File: src/rtl/fetch_sequencer.sv
// Instruction-fetch sequencer: owns the PC, fetches over a req/ack handshake to imem,
// and presents each fetched word to decode over valid/ready. Supports redirect and halt.
module fetch_sequencer #(
    parameter logic [31:0] RESET_PC = 32'h0000_0000
) (
    input  logic        clk,
    input  logic        rst,
    output logic        imem_req,
    output logic [31:0] imem_addr,
    input  logic        imem_ack,
    input  logic [31:0] imem_rdata,
    output logic        inst_valid,
    output logic [31:0] inst,
    output logic [31:0] inst_pc,
    input  logic        inst_ready,
    input  logic        redirect,
    input  logic [31:0] redirect_pc,
    input  logic        halt,
    output logic        halted,
    output logic        misalign,
    output logic [31:0] fetch_count
);

    typedef enum logic [1:0] {IDLE, REQ, HOLD, HALTED} state_t;

    state_t      state;
    logic [31:0] pc;
    logic        squash;
    logic        halt_pend;

    logic [31:0] target;
    logic [31:0] next_pc;
    logic        halt_now;
    logic        xfer;

    assign target   = {redirect_pc[31:2], 2'b00};
    assign next_pc  = redirect ? target : pc;
    assign halt_now = halt | halt_pend;
    assign xfer     = inst_valid & inst_ready;

    always_ff @(posedge clk) begin
        if (rst) begin
            state       <= IDLE;
            pc          <= RESET_PC;
            squash      <= 1'b0;
            halt_pend   <= 1'b0;
            imem_req    <= 1'b0;
            imem_addr   <= RESET_PC;
            inst_valid  <= 1'b0;
            inst        <= '0;
            inst_pc     <= '0;
            halted      <= 1'b0;
            misalign    <= 1'b0;
            fetch_count <= '0;
        end else begin
            misalign <= 1'b0;
            if (state != HALTED) begin
                if (halt) halt_pend <= 1'b1;
                misalign <= redirect && (redirect_pc[1:0] != 2'b00);
            end

            case (state)
                IDLE: begin
                    pc        <= redirect ? target : RESET_PC;
                    imem_addr <= redirect ? target : RESET_PC;
                    imem_req  <= 1'b1;
                    state     <= REQ;
                end

                REQ: begin
                    if (imem_ack) begin
                        if (squash || redirect) begin
                            // Stale data: drop it and either refetch from the new pc or stop.
                            squash <= 1'b0;
                            if (halt_now) begin
                                imem_req <= 1'b0;
                                halted   <= 1'b1;
                                state    <= HALTED;
                            end else begin
                                pc        <= next_pc;
                                imem_addr <= next_pc;
                            end
                        end else begin
                            inst       <= imem_rdata;
                            inst_pc    <= imem_addr;
                            pc         <= imem_addr + 32'd4;
                            inst_valid <= 1'b1;
                            imem_req   <= 1'b0;
                            state      <= HOLD;
                        end
                    end else if (redirect) begin
                        // The in-flight address must finish; remember to discard its data.
                        pc     <= target;
                        squash <= 1'b1;
                    end
                end

                HOLD: begin
                    if (xfer) fetch_count <= fetch_count + 32'd1;
                    if (xfer || redirect) begin
                        inst_valid <= 1'b0;
                        pc         <= next_pc;
                        if (halt_now) begin
                            halted <= 1'b1;
                            state  <= HALTED;
                        end else begin
                            imem_req  <= 1'b1;
                            imem_addr <= next_pc;
                            state     <= REQ;
                        end
                    end
                end

                HALTED: ;

                default: state <= IDLE;
            endcase
        end
    end

endmodule
File: config.mk
export PLATFORM = sky130hd
export DESIGN_NAME = fetch_sequencer
export DESIGN_NICKNAME = d
export VERILOG_FILES = /design/src/rtl/fetch_sequencer.sv
export SDC_FILE = /design/constraint.sdc
export NUM_CORES = 1
export LEC_CHECK = 0
export CORE_MARGIN = 10
export CORE_UTILIZATION = 35
export CTS_CLUSTER_SIZE = 28
export DETAILED_ROUTE_END_ITERATION = 10
export GPL_TIMING_DRIVEN = 0
export PLACE_DENSITY_LB_ADDON = 0.2
export SLEW_MARGIN = 15
export SYNTH_ARGS = -nofsm -noshare
export SYNTH_HDL_FRONTEND = slang
export SYNTH_SLANG_ARGS = --single-unit
File: constraint.sdc
create_clock -name clk -period 3.52 [get_ports clk]
set_input_delay 0.352 -clock clk [delete_from_list [all_inputs] [get_ports clk]]
set_output_delay 0.352 -clock clk [all_outputs]
set_load 0.05 [all_outputs]
# [Word level (Yosys, flattened, before mapping)]
# Index checks and enable logic that the tools add are counted.
[totals] regBits=168 inputBits=70 output_inout_bits=132
[classes] eq_ne=11 n_reduce_logical=19 addsub=2 n_mux=36 bitwise=4
[ops] operator="two-way mux 32 bit" count=10
[ops] operator="one-hot mux 32 bit (3 select lines)" count=2
[ops] operator="adder 32 x 1 -> 32 bit, second input constant" count=1
[ops] operator="adder 32 x 3 -> 32 bit, second input constant" count=1
[ops] operator="AND reduction 4 bit" count=4
[ops] operator="two-way mux 1 bit" count=15
[ops] operator="!= test 2 bit, second input constant" count=6
[ops] operator="two-way mux 2 bit" count=5
[ops] operator="AND reduction 3 bit" count=3
[ops] operator="one-hot mux 2 bit (3 select lines)" count=1
[ops] operator="nonzero test 2 bit" count=3
[ops] operator="AND reduction 5 bit" count=1
[ops] operator="!= test 4 bit, second input constant" count=1
[ops] operator="one-hot mux 1 bit (2 select lines)" count=2
[ops] operator="AND reduction 2 bit" count=2
[ops] operator="!= test 3 bit, second input constant" count=1
[ops] operator="one-hot mux 1 bit (3 select lines)" count=1
[ops] operator="nonzero test 3 bit" count=1
[ops] operator="== test 2 x 1 -> 1 bit, second input constant" count=1
[ops] operator="== test 2 bit, second input constant" count=1
[ops] operator="logical NOT 2 bit" count=1
[ops] operator="logical OR 1 bit" count=2
[ops] operator="!= test 2 x 1 -> 1 bit, second input constant" count=1
[ops] operator="inverter 1 bit" count=2
[ops] operator="other kinds (4)" count=4

# [Depth between registers and ports, before layout]
# Gate-level depths: netlist of run 1.
[logic_depth] word_depth=5 ltp_mapped=10 mapped_depth_nobuf=7

# [Worst setup path before layout of run 1]
# No wires, ideal clock.
[synth_timing] path_type="register to register" from="reg imem_addr[5]" to="reg pc[25]" path_buffers=2 synth_period_minus_slack_ns=2.387 setup_ns=0.134 path_stages_with_launch=8 setup_slack_ns=1.133 t_arrival_ns=2.253 path_cell_list="dfxtp_1 clkbuf_2 nand3_1 or4_1 buf_2 o31a_1 o31ai_1 o22ai_1"
[synth_via] elab_chain_len=4
[synth_rtl] item="start, declared" line_no="9" source="output logic [31:0] imem_addr,"
[synth_rtl] item="start signal, assigned" line_no="65" source="imem_addr <= redirect ? target : RESET_PC;"
[synth_rtl] item="start signal, assigned" line_no="81" source="imem_addr <= next_pc;"
[synth_rtl] item="start signal, assigned" line_no="108" source="imem_addr <= next_pc;"
[synth_rtl] item="adder 32 x 3 -> 32 bit" line_no="86" source="pc <= imem_addr + 32'd4;"
[synth_rtl] item="two-way mux 32 bit" line_no="72" source="if (squash || redirect) begin"
[synth_rtl] item="two-way mux 32 bit" line_no="71" source="if (imem_ack) begin"
[synth_rtl] item="one-hot mux 32 bit (3 select lines)" line_no="62" source="case (state)"
[synth_rtl] item="end signal, assigned" line_no="64" source="pc <= redirect ? target : RESET_PC;"
[synth_rtl] item="end signal, assigned" line_no="86"
[synth_rtl] item="end signal, assigned" line_no="93" source="pc <= target;"
[synth_rtl] item="end, declared" line_no="27" source="logic [31:0] pc;"
# Every way passes these cells.
# A chain may end at the register's enable or synchronous reset.

# [Worst setup path in the final report of run 1]
[layout_timing] from="reg state[0]" to="reg pc[21]"
[layout_via] elab_chain_len=3
[layout_rtl] item="start, declared" line_no="26" source="state_t state;"
[layout_rtl] item="start signal, assigned" line_no="43" source="state <= IDLE;"
[layout_rtl] item="start signal, assigned" line_no="67" source="state <= REQ;"
[layout_rtl] item="start signal, assigned" line_no="78" source="state <= HALTED;"
[layout_rtl] item="== test 2 x 1 -> 1 bit (tied with other cells)" line_no="62"
[layout_rtl] item="!= test 4 bit (no line) (tied with other cells)"
[layout_rtl] item="AND reduction 3 bit (no line)"
[layout_rtl] item="end signal, assigned" line_no="64"
[layout_rtl] item="end signal, assigned" line_no="80" source="pc <= next_pc;"
[layout_rtl] item="end signal, assigned" line_no="86"
# Several ways; a longest one is shown, not always the timed one.

==> key figures, run 1 <==
Clock network
  – CTS resizes: 0
  – Clock Latency Late Sink: 0.44 ns
  – H-tree Lvls: 4
  – Total CTS buffers: 17
  – CTS Hold Buffers Added: 0
  – CTS tree: done
  – Clock transition at path regs: 0.07 ns
  – Clock sink count: 168
  – # Post-CTS Setup Buffers: 0
  – Clock Tree Root: clkbuf_16
  – Clk buf depth: 2

Yosys
  – Asr flop ratio synth: 0
  – Main synth FF type: dfxtp_1
  – Synthesized flop and latch total: 168
  – Netlist Area Pre-Place: 8040 sq um
  – EDFF count, synth: 0
  – Yosys Warn Count: 0
  – Synth top area cells: dfxtp_1 (42%), nand2_1 (8.5%), a21oi_1 (5.5%)
  – Count of cell types in the netlist: 59
  – Syn_area_per_cell: 8.07 sq um
  – Syn nets: 1072
  – Biggest area consumer among synthesized cells: dfxtp_1
  – Synth cell count leaders: nand2_1 (181), dfxtp_1 (168), a21oi_1 (88), nor2_1 (81), clkbuf_1 (62)
  – Seq/Total Area, Yosys: 0.418
  – Most common cell in the synthesized netlist: nand2_1
  – Cells after synthesis: 996
  – Top-area cell type share of the netlist area: 0.418

Pwr
  – Logic pwr share: 0.434
  – LEAKAGE: 3.76 nW
  – Peak supply drop: 328 uV
  – Net Sw Frac: 0.448
  – Power per Cell Area: 723 nW/um^2
  – Seq pwr share: 0.334
  – Clk network pwr share: 0.232
  – Switching power: 3.55 mW
  – Internal power: 4.37 mW

GRT
  – Largest net degree at the start of global routing: 17
  – Vias in the first global route: 7842
  – First-pass GRT wire length: 45.3 mm
  – GR Overflow Total: 0
  – Overall routing resource usage: 0.198
  – Initial antenna violation count: 2

Route
  – Drt pass-1 iters: 6
  – Routed WL per cell: 19.8 um
  – Vias per inst: 5.45
  – Detail Route Antenna Nets: 0
  – Initial detailed-routing violation count: 728
  – DRC Markers: 0
  – Detailed-route via count: 8235
  – Final WL: 29.9 mm

Floorplanning
  – Initial core utilization: 0.355
  – Rows: 55
  – Die ar.: 29400 sq um
  – Die Width: 172 um
  – I/O Pins: 202
  – Die H: 172 um
  – Core Footprint: 22600 sq um

Timing
  – Clock Skews: 0.0142 ns
  – Fin crit share: 0.824
  – Final setup violation count: 0
  – RSZ-0062 raised after global routing: false
  – Final Slew Violations: 0
  – Final Hold Fails: 0
  – Minimum clock period: 2.90 ns
  – Rel. slew slack: 0.163
  – Worst-Margin Slew: 1.24 ns
  – Setup TNS Final: 0 ns
  – Fmax achieved: 345 MHz

Setup path
  – Crit. Startpoint: state[0]
  – Crit end category: flop
  – WP data required: 3.87 ns
  – Slowest cell on the critical path: clkbuf_1
  – Worst-path fanout max: 10
  – R2R Setup Slk: 0.62 ns
  – CP startpoint kind: flop
  – Critical Path AT: 3.25 ns
  – Crit path kind: flop to flop
  – CP cell instances: inv_1 -> ha_1 -> clkbuf_1 -> nor2_1 -> nand2_1 -> nand2_1 -> clkbuf_1 -> a22oi_1 -> o22ai_1
  – Crit path largest cell delay: 0.55 ns
  – R2r startpoint: state[0]

Placed design
  – Routability cong.: 0.880
  – Placed Instances: 1480
  – Post-DP HPWL: 22.0 mm
  – Area after DPL: 10400 sq um
  – IO buf count: 199

Final layout
  – Final std cells w/o fill: 1512
  – Design Area, Final: 11000 sq um
  – Layout area overhead: 36.2%
  – Nets@finish: 1290
  – Final antenna diode count: 0
  – Filler cell count in the final layout: 2209
  – Layout cells sized above 1: 0.0489

Worst hold path
  – HP Start: inst_pc[19]
  – HP Class: flop to flop

Run status
  – Status: complete, no violations

Flow run
  – Max-Cap Viols: 0
routing by layer:
layer | GRT usage | wire (um) | up-vias
li1 | - | - | 3998
met1 | 0.242 | 12600 | 3879
met2 | 0.325 | 14100 | 317
met3 | 0.0665 | 2680 | 37
met4 | 0.0556 | 510 | 4
met5 | 0 | 27 | -
path summary, 6_finish.rpt:
check           endpoint  cells past startpoint
max reg2reg       pc[21]                      9
min reg2reg  inst_pc[19]                      2
min          inst_pc[19]                      2
max               pc[21]                      9
metrics by stage:
step	total power, mW	util	hold slack [ns]	setup WS, ns
final	7.92	0.484	0.453	0.619
after global routing	8.32	0.484	0.449	0.466
after CTS	7.92	0.484	0.448	0.712
after detailed placement	6.08	0.459	0.446	0.458
after global placement	6.05	0.459	0.441	0.447
after floorplan	4.85	-	0.434	1.13
cell usage in the layout (no fill, tap or decap), types with 9 or more instances in the layout:
cell type / n
nand3_1: 34
inv_1: 14
clkdlybuf4s50_1: 199
nor3_1: 16
and2_1: 17
nand4_1: 23
o32ai_1: 9
mux2i_1: 18
nand2_1: 181
clkbuf_16: 17
o31a_1: 10
and4_1: 11
a21oi_1: 88
and3_1: 9
o21ai_0: 16
nor2_1: 81
xnor2_1: 17
clkbuf_1: 63
xor2_1: 25
dfxtp_1: 168
nor4_1: 12
buf_2: 15
a22oi_1: 44
a211oi_1: 33
logic make-up after synthesis:
kind of cell,Yosys count,share of synthesized area
flops,168,0.418
fa+ha+maj,6,0.00934
buf+inv,98,0.0490
xor+xnor,42,0.0458
compound gates,259,0.220
mux,19,0.0238
simple gates,404,0.234
power groups by stage:
stage / clock (mW) / sequential [mW] / combinational [mW]
after floorplan: 0 / 3.37 / 1.47
after global placement: 0 / 2.67 / 3.38
after detailed placement: 0 / 2.67 / 3.40
after CTS: 1.86 / 2.63 / 3.42
after global routing: 1.95 / 2.70 / 3.68
final: 1.84 / 2.64 / 3.44
final cells by class:
class                      instances  area, sq um  area share
timing repair buffer             199         1990       0.182
tap                              285          357      0.0326
buffer                            84          342      0.0312
inverter                          14         52.6     0.00480
clock buffer                      19          443      0.0404
multi-input combinational        730         4280       0.391
clock inverter                    13          120      0.0110
sequential                       168         3360       0.307
registers in the layout, indices dropped and copies added (netlist names), 2 cells and up:
| signal | count |
|---|---|
| fetch_count | 32 |
| imem_addr | 32 |
| inst | 32 |
| inst_pc | 32 |
| pc | 32 |
| state | 2 |
worst max-delay path: cells and delay by family (launching register included):
kind | cells | cell delay (ns)
AOI/OAI and AO/OA | 2 | 0.32
adders and majority gates | 1 | 0.31
buffers and inverters | 3 | 0.87
DFF | 1 | 0.38
and+or+nand+nor | 3 | 0.93
Note: power is estimated with default switching activity, not from simulation.
==> run 2: changes to the inputs <==
- clock period: 3.52 -> 2.7 ns (I/O delays scaled with it)
==> run 2 against run 1 <==
  * Register-to-register slack got worse by 0.47 ns
  * Non-clock buffer count rose by 2
  * Worst setup slack got worse by 0.49 ns
==> key figures, run 2 (same netlist as run 1, synthesis figures left out) <==
Worst hold path
  – HP Class: input port to flop

Floorplanning
  – Initial core utilization: 0.355 (unchanged)
  – I/O Pins: 202 (unchanged)
  – Rows: 55 (unchanged)
  – Die H: 172 um (unchanged)
  – Die Width: 172 um (unchanged)
  – Core Footprint: 22600 sq um (unchanged)
  – Die ar.: 29400 sq um (unchanged)

Flow run
  – Max-Cap Viols: 0 (unchanged)

Clock network
  – Clk buf depth: 2 (unchanged)
  – CTS tree: done
  – Clock Latency Late Sink: 0.44 ns (about the same)
  – H-tree Lvls: 4 (unchanged)
  – Clock sink count: 168 (unchanged)
  – Clock Tree Root: clkbuf_16
  – Total CTS buffers: 17 (unchanged)
  – Clock transition at path regs: 0.07 ns (about the same)
  – CTS Hold Buffers Added: 0 (unchanged)

Final layout
  – Final Util: 0.486 (+0.00215)
  – Nets@finish: 1292 (+0.16%)
  – Commonest non-fill, non-tap cell in the layout: clkdlybuf4s50_1
  – Final std cells w/o fill: 1514 (+0.13%)
  – Final antenna diode count: 0 (unchanged)
  – Layout cells sized above 1: 0.0602 (+0.0113)
  – Layout area overhead: 36.8%
  – Most frequent cells in the layout: clkdlybuf4s50_1 (199), nand2_1 (180), dfxtp_1 (168)
  – Design Area, Final: 11000 sq um (+0.45%)
  – Filler cell count in the final layout: 2202 (-0.32%)

Setup path
  – Critical Path AT: 2.89 ns (-0.36 ns)
  – Crit path kind: input port to flop
  – Worst-path fanout max: 10 (unchanged)
  – Crit end category: flop
  – WP data required: 3.02 ns (-0.85 ns)
  – CP startpoint kind: input port

Route
  – Final WL: 30.0 mm (+0.29%)
  – Drt pass-1 iters: 5 (-1)
  – Vias per inst: 5.49 (+0.77%)
  – Initial detailed-routing violation count: 658 (-9.6%)
  – Routed WL per cell: 19.8 um (+0.16%)
  – Detail Route Antenna Nets: 0 (unchanged)
  – DRC Markers: 0 (unchanged)
  – Detailed-route via count: 8309 (+0.90%)

Timing
  – Fmax achieved: 389 MHz
  – Clock Skews: 0.0117 ns (-0.00250 ns)
  – Worst-Margin Slew: 0.885 ns (-0.355 ns)
  – Final Slew Violations: 0 (unchanged)
  – Setup TNS Final: 0 ns (unchanged)
  – Final Hold Fails: 0 (unchanged)
  – Worst setup slack after layout: 0.127 ns (-0.492 ns)
  – RSZ-0062 raised after global routing: false
  – Rel. slew slack: 0.401 (+0.238)
  – Fin crit share: 0.953
  – Minimum clock period: 2.57 ns
  – Fin Hold WS: 0.373 ns (-0.0793 ns)
  – Final setup violation count: 0 (unchanged)

Placed design
  – IO buf count: 199 (unchanged)
  – Dpl ws: -0.280 ns (-0.738 ns)
  – Post-DP HPWL: 22.0 mm (unchanged)
  – Area after DPL: 10400 sq um (unchanged)
  – Placed Instances: 1480 (unchanged)
  – Routability cong.: 0.880 (unchanged)

GRT
  – First-pass GRT wire length: 45.4 mm (+0.15%)
  – Initial antenna violation count: 2 (unchanged)
  – Overall routing resource usage: 0.199 (+0.000242)
  – Vias in the first global route: 7847 (+0.064%)
  – GR Overflow Total: 0 (unchanged)
  – Largest net degree at the start of global routing: 17 (unchanged)

Pwr
  – Total Power: 10.4 mW (+31%)
  – Peak supply drop: 429 uV (+31%)
  – LEAKAGE: 3.80 nW (+1.1%)
  – Power per Cell Area: 944 nW/um^2 (+31%)

Run status
  – Status: complete, no violations
[run 2: routing by layer]
| layer | global-route usage | share of wire | routed length (um) | vias to the layer above |
|---|---|---|---|---|
| li1 | - | - | - | 4014 |
| met1 | 0.242 | 0.42 | 12500 | 3934 |
| met2 | 0.326 | 0.47 | 14200 | 322 |
| met3 | 0.0665 | 0.093 | 2800 | 35 |
| met4 | 0.0556 | 0.016 | 493 | 4 |
| met5 | 0 | 0.00090 | 27 | - |
[run 2: final cells by class]
cell class | instances | area (sq um) | share of cell area
flip-flops and latches | 168 | 3360 | 0.306
multi-input cells | 730 | 4300 | 0.391
well taps | 285 | 357 | 0.0324
inverters | 14 | 52.6 | 0.00478
clock inverters | 13 | 120 | 0.0109
clock buffers | 19 | 443 | 0.0403
repair buffers | 202 | 2010 | 0.183
plain buffers | 83 | 350 | 0.0318
[run 2: path summary, 6_finish.rpt]
check | slack, ns | endpoint | startpoint | depth (start not counted)
hold reg to reg | 0.45 | inst_pc[19] | inst_pc[19] | 2
setup reg to reg | 0.15 | pc[27] | state[0] | 8
setup / recovery | 0.13 | pc[29] | redirect | 6
hold / removal | 0.37 | inst[30] | imem_rdata[30] | 3
[run 2: power breakdown]
group / leakage [nW] / switching (mW) / internal, mW
clock network: 0.264 / 1.09 / 1.30
registers: 1.37 / 0.525 / 2.92
logic: 2.17 / 3.03 / 1.52
[run 2: what timing repair did]
action | in CTS | in global routing
endpoints found under the setup margin | 25 | 86
setup buffers | 1 | 2
pin swaps | 0 | 1
gates resized for setup | 2 | 18
endpoints found under the hold margin | 0 | 0
[run 2: worst max-delay path, cell delays in order]
cell and delay, ns:
clkdlybuf4s50_1 0.54, buf_1 0.45, buf_1 0.56, clkbuf_1 0.57
a21oi_1 0.18, o311ai_0 0.33
==> run 3: changes to the inputs <==
- CAP_MARGIN: not set -> 25
- CELL_PAD_IN_SITES_DETAIL_PLACEMENT: not set -> 1
- CELL_PAD_IN_SITES_GLOBAL_PLACEMENT: not set -> 1
==> run 3 against run 2 <==
  * Via count increased by 0.48%
  * Worst setup slack improved by 0.00065 ns
  * Hold slack improved by 0.0051 ns
  * Clock power increased by 11%
  * Power increased by 3.6%
  * Global-route usage increased by 1.5 points
  * Largest power group unchanged
  * Non-clock buffer count increased by 4
  * Count of clock-buffer cells in the layout unchanged
==> key figures, run 3 (same netlist as run 1, synthesis figures left out) <==
Route
  – Routed WL per cell: 21.1 um (+6.6%)
  – Final WL: 32.1 mm (+7.0%)
  – Met2 WL: 15.5 mm (+9.1%)
  – Vias per inst: 5.50 (+0.15%)
  – Detail Route Antenna Nets: 0 (unchanged)
  – DRC Markers: 0 (unchanged)
  – Initial detailed-routing violation count: 448 (-32%)
  – Top routing layer in use: met4
  – Drt pass-1 iters: 8 (+3)
  – DRT met1 WL: 13.4 mm (+6.8%)
  – Met3 routed WL: 2.59 mm (-7.6%)
  – Detailed-route via count: 8349 (+0.48%)

Setup path
  – CP cell instances: inv_1 -> ha_1 -> buf_2 -> and2b_1 -> a221oi_4 -> o311ai_0 -> buf_1 -> a22oi_1 -> nor2_1
  – Crit path max-delay family: compound AO/OA/AOI/OAI gates
  – WP data required: 3.00 ns (-0.02 ns)
  – CP bufs+invs: 3 (-1)
  – RR Endpoint: pc[1]
  – CP startpoint kind: flop
  – R2r startpoint: state[0]
  – Slowest cell on the critical path: a221oi_4
  – Critical Path AT: 2.88 ns (about the same)
  – Worst-path fanout max: 10 (unchanged)
  – Crit path largest cell delay: 0.47 ns (-0.10 ns)
  – R2R Setup Slk: 0.13 ns (-0.02 ns)
  – Worst R2R Path Depth: 9 (+1)
  – Crit path kind: flop to flop
  – Crit end category: flop

Placed design
  – Routability cong.: 0.840 (-4.5%)
  – IO buf count: 199 (unchanged)
  – Post-DP HPWL: 23.8 mm (+8.2%)
  – Dpl ws: -0.270 ns (+0.0101 ns)
  – Area after DPL: 10400 sq um (about the same)

Floorplanning
  – Die ar.: 29400 sq um (unchanged)
  – Core Footprint: 22600 sq um (unchanged)
  – Initial core utilization: 0.355 (unchanged)
  – Die Width: 172 um (unchanged)
  – I/O Pins: 202 (unchanged)
  – Rows: 55 (unchanged)
  – Die H: 172 um (unchanged)

Final layout
  – Layout cells sized above 1: 0.0657 (+0.00548)
  – Layout area overhead: 38.4%
  – Area of the multi-input gates: 4330 sq um (+0.58%)
  – Most frequent cells in the layout: clkdlybuf4s50_1 (199), nand2_1 (180), dfxtp_1 (168)
  – Commonest non-fill, non-tap cell in the layout: clkdlybuf4s50_1
  – Nets@finish: 1296 (+0.31%)
  – Register area: 3360 sq um (unchanged)
  – Filler cell count in the final layout: 2704 (+23%)
  – Design Area, Final: 11100 sq um (+1.1%)

Timing
  – Final setup violation count: 0 (unchanged)
  – Minimum clock period: 2.57 ns (-0.000653 ns)
  – Worst setup slack after layout: 0.127 ns (+0.000653 ns)
  – Clock Skews: 0.0110 ns (-0.000672 ns)
  – Worst-Margin Slew: 0.852 ns (-0.0331 ns)
  – Rel. slew slack: 0.425 (+0.0242)
  – Fmax achieved: 389 MHz (about the same)
  – Fin crit share: 0.953 (about the same)
  – Final Slew Violations: 0 (unchanged)
  – Final Hold Fails: 0 (unchanged)

Worst hold path
  – Hold path depth: 3 (unchanged)
  – HP Start: imem_rdata[3]
  – HP Class: input port to flop
  – WHS Endpoint: inst[3]

Clock network
  – Clock Tree Root: clkbuf_16
  – Clk buf depth: 2 (unchanged)
  – CTS tree: done
  – H-tree Lvls: 4 (unchanged)
  – Clock Latency Late Sink: 0.44 ns (about the same)
  – Clock transition at path regs: 0.07 ns (about the same)
  – Total CTS buffers: 17 (unchanged)
  – Clock sink count: 168 (unchanged)

Pwr
  – LEAKAGE: 3.87 nW (+1.7%)
  – Power per Cell Area: 967 nW/um^2 (+2.5%)
  – Total Power: 10.8 mW (+3.6%)
  – Peak supply drop: 442 uV (+3.1%)

Run status
  – Status: complete, no violations

GRT
  – Overall routing resource usage: 0.214 (+0.0153)
  – Initial antenna violation count: 1 (-1)
  – First-pass GRT wire length: 49.1 mm (+8.3%)
  – Vias in the first global route: 8546 (+8.9%)
  – GR Overflow Total: 0 (unchanged)
  – Largest net degree at the start of global routing: 17 (unchanged)

Flow run
  – Max-Cap Viols: 0 (unchanged)
==> run 3: cell count changes in the layout (fill, tap and decap cells not counted), sizes merged, moves of 2 or more <==
| cell | delta |
|---|---|
| buf | +6 |
| bufinv | +2 |
| clkbuf | -2 |
| clkinv | -2 |
| clkinvlp | -3 |
| inv | +3 |
==> run 3: routing by layer <==
layer	GRT usage	vias to the layer above
met2	0.357	244
met3	0.0557	35
met5	0	-
met4	0.0726	0
li1	-	4016
met1	0.261	4054
==> run 3: tightest hold or removal path: stages <==
cell and delay, ns:
clkdlybuf4s50_1 0.39, nand2_1 0.05, a21oi_1 0.05
==> run 3: what timing repair did <==
| action | CTS | global route |
|---|---|---|
| hold buffers | 0 | 0 |
| setup buffers | 1 | 5 |
| resized for setup | 4 | 23 |
| pin swaps | 0 | 2 |
| endpoints found under the setup margin | 55 | 119 |
==> run 3: layout make-up <==
cell class,instances,area share
diodes,1,0.000225
inverters,14,0.00472
clock buffers,19,0.0407
multi-input cells,730,0.389
repair buffers,206,0.183
well taps,285,0.0320
clock inverters,13,0.0162
flip-flops and latches,168,0.302
plain buffers,83,0.0317
==> run 3: stage by stage <==
stage,util,hold slack (ns),TNS [ns],instances
after CTS,0.487,0.372,0,1513
final,0.491,0.379,0,1519
after detailed placement,0.459,0.446,-16.71,1481
after global placement,0.459,0.441,-12.47,1480
after global routing,0.491,0.387,-0.171,1519
after floorplan,-,0.406,0,996
==> run 3: worst max path at each step <==
stage / from / to / depth (start not counted)
floorplan: imem_addr[5] / pc[25] / 7
global placement: redirect / pc[26] / 8
global route: state[0] / imem_addr[9] / 10
detailed placement: redirect / pc[29] / 6
CTS: state[1] / pc[2] / 9
finish: state[0] / pc[1] / 9
==> run 3: where the power goes <==
| group | internal [mW] | switching, mW |
|---|---|---|
| clock | 1.54 | 1.13 |
| sequential | 2.92 | 0.543 |
| combinational | 1.55 | 3.09 |
| total | 6.00 | 4.76 |
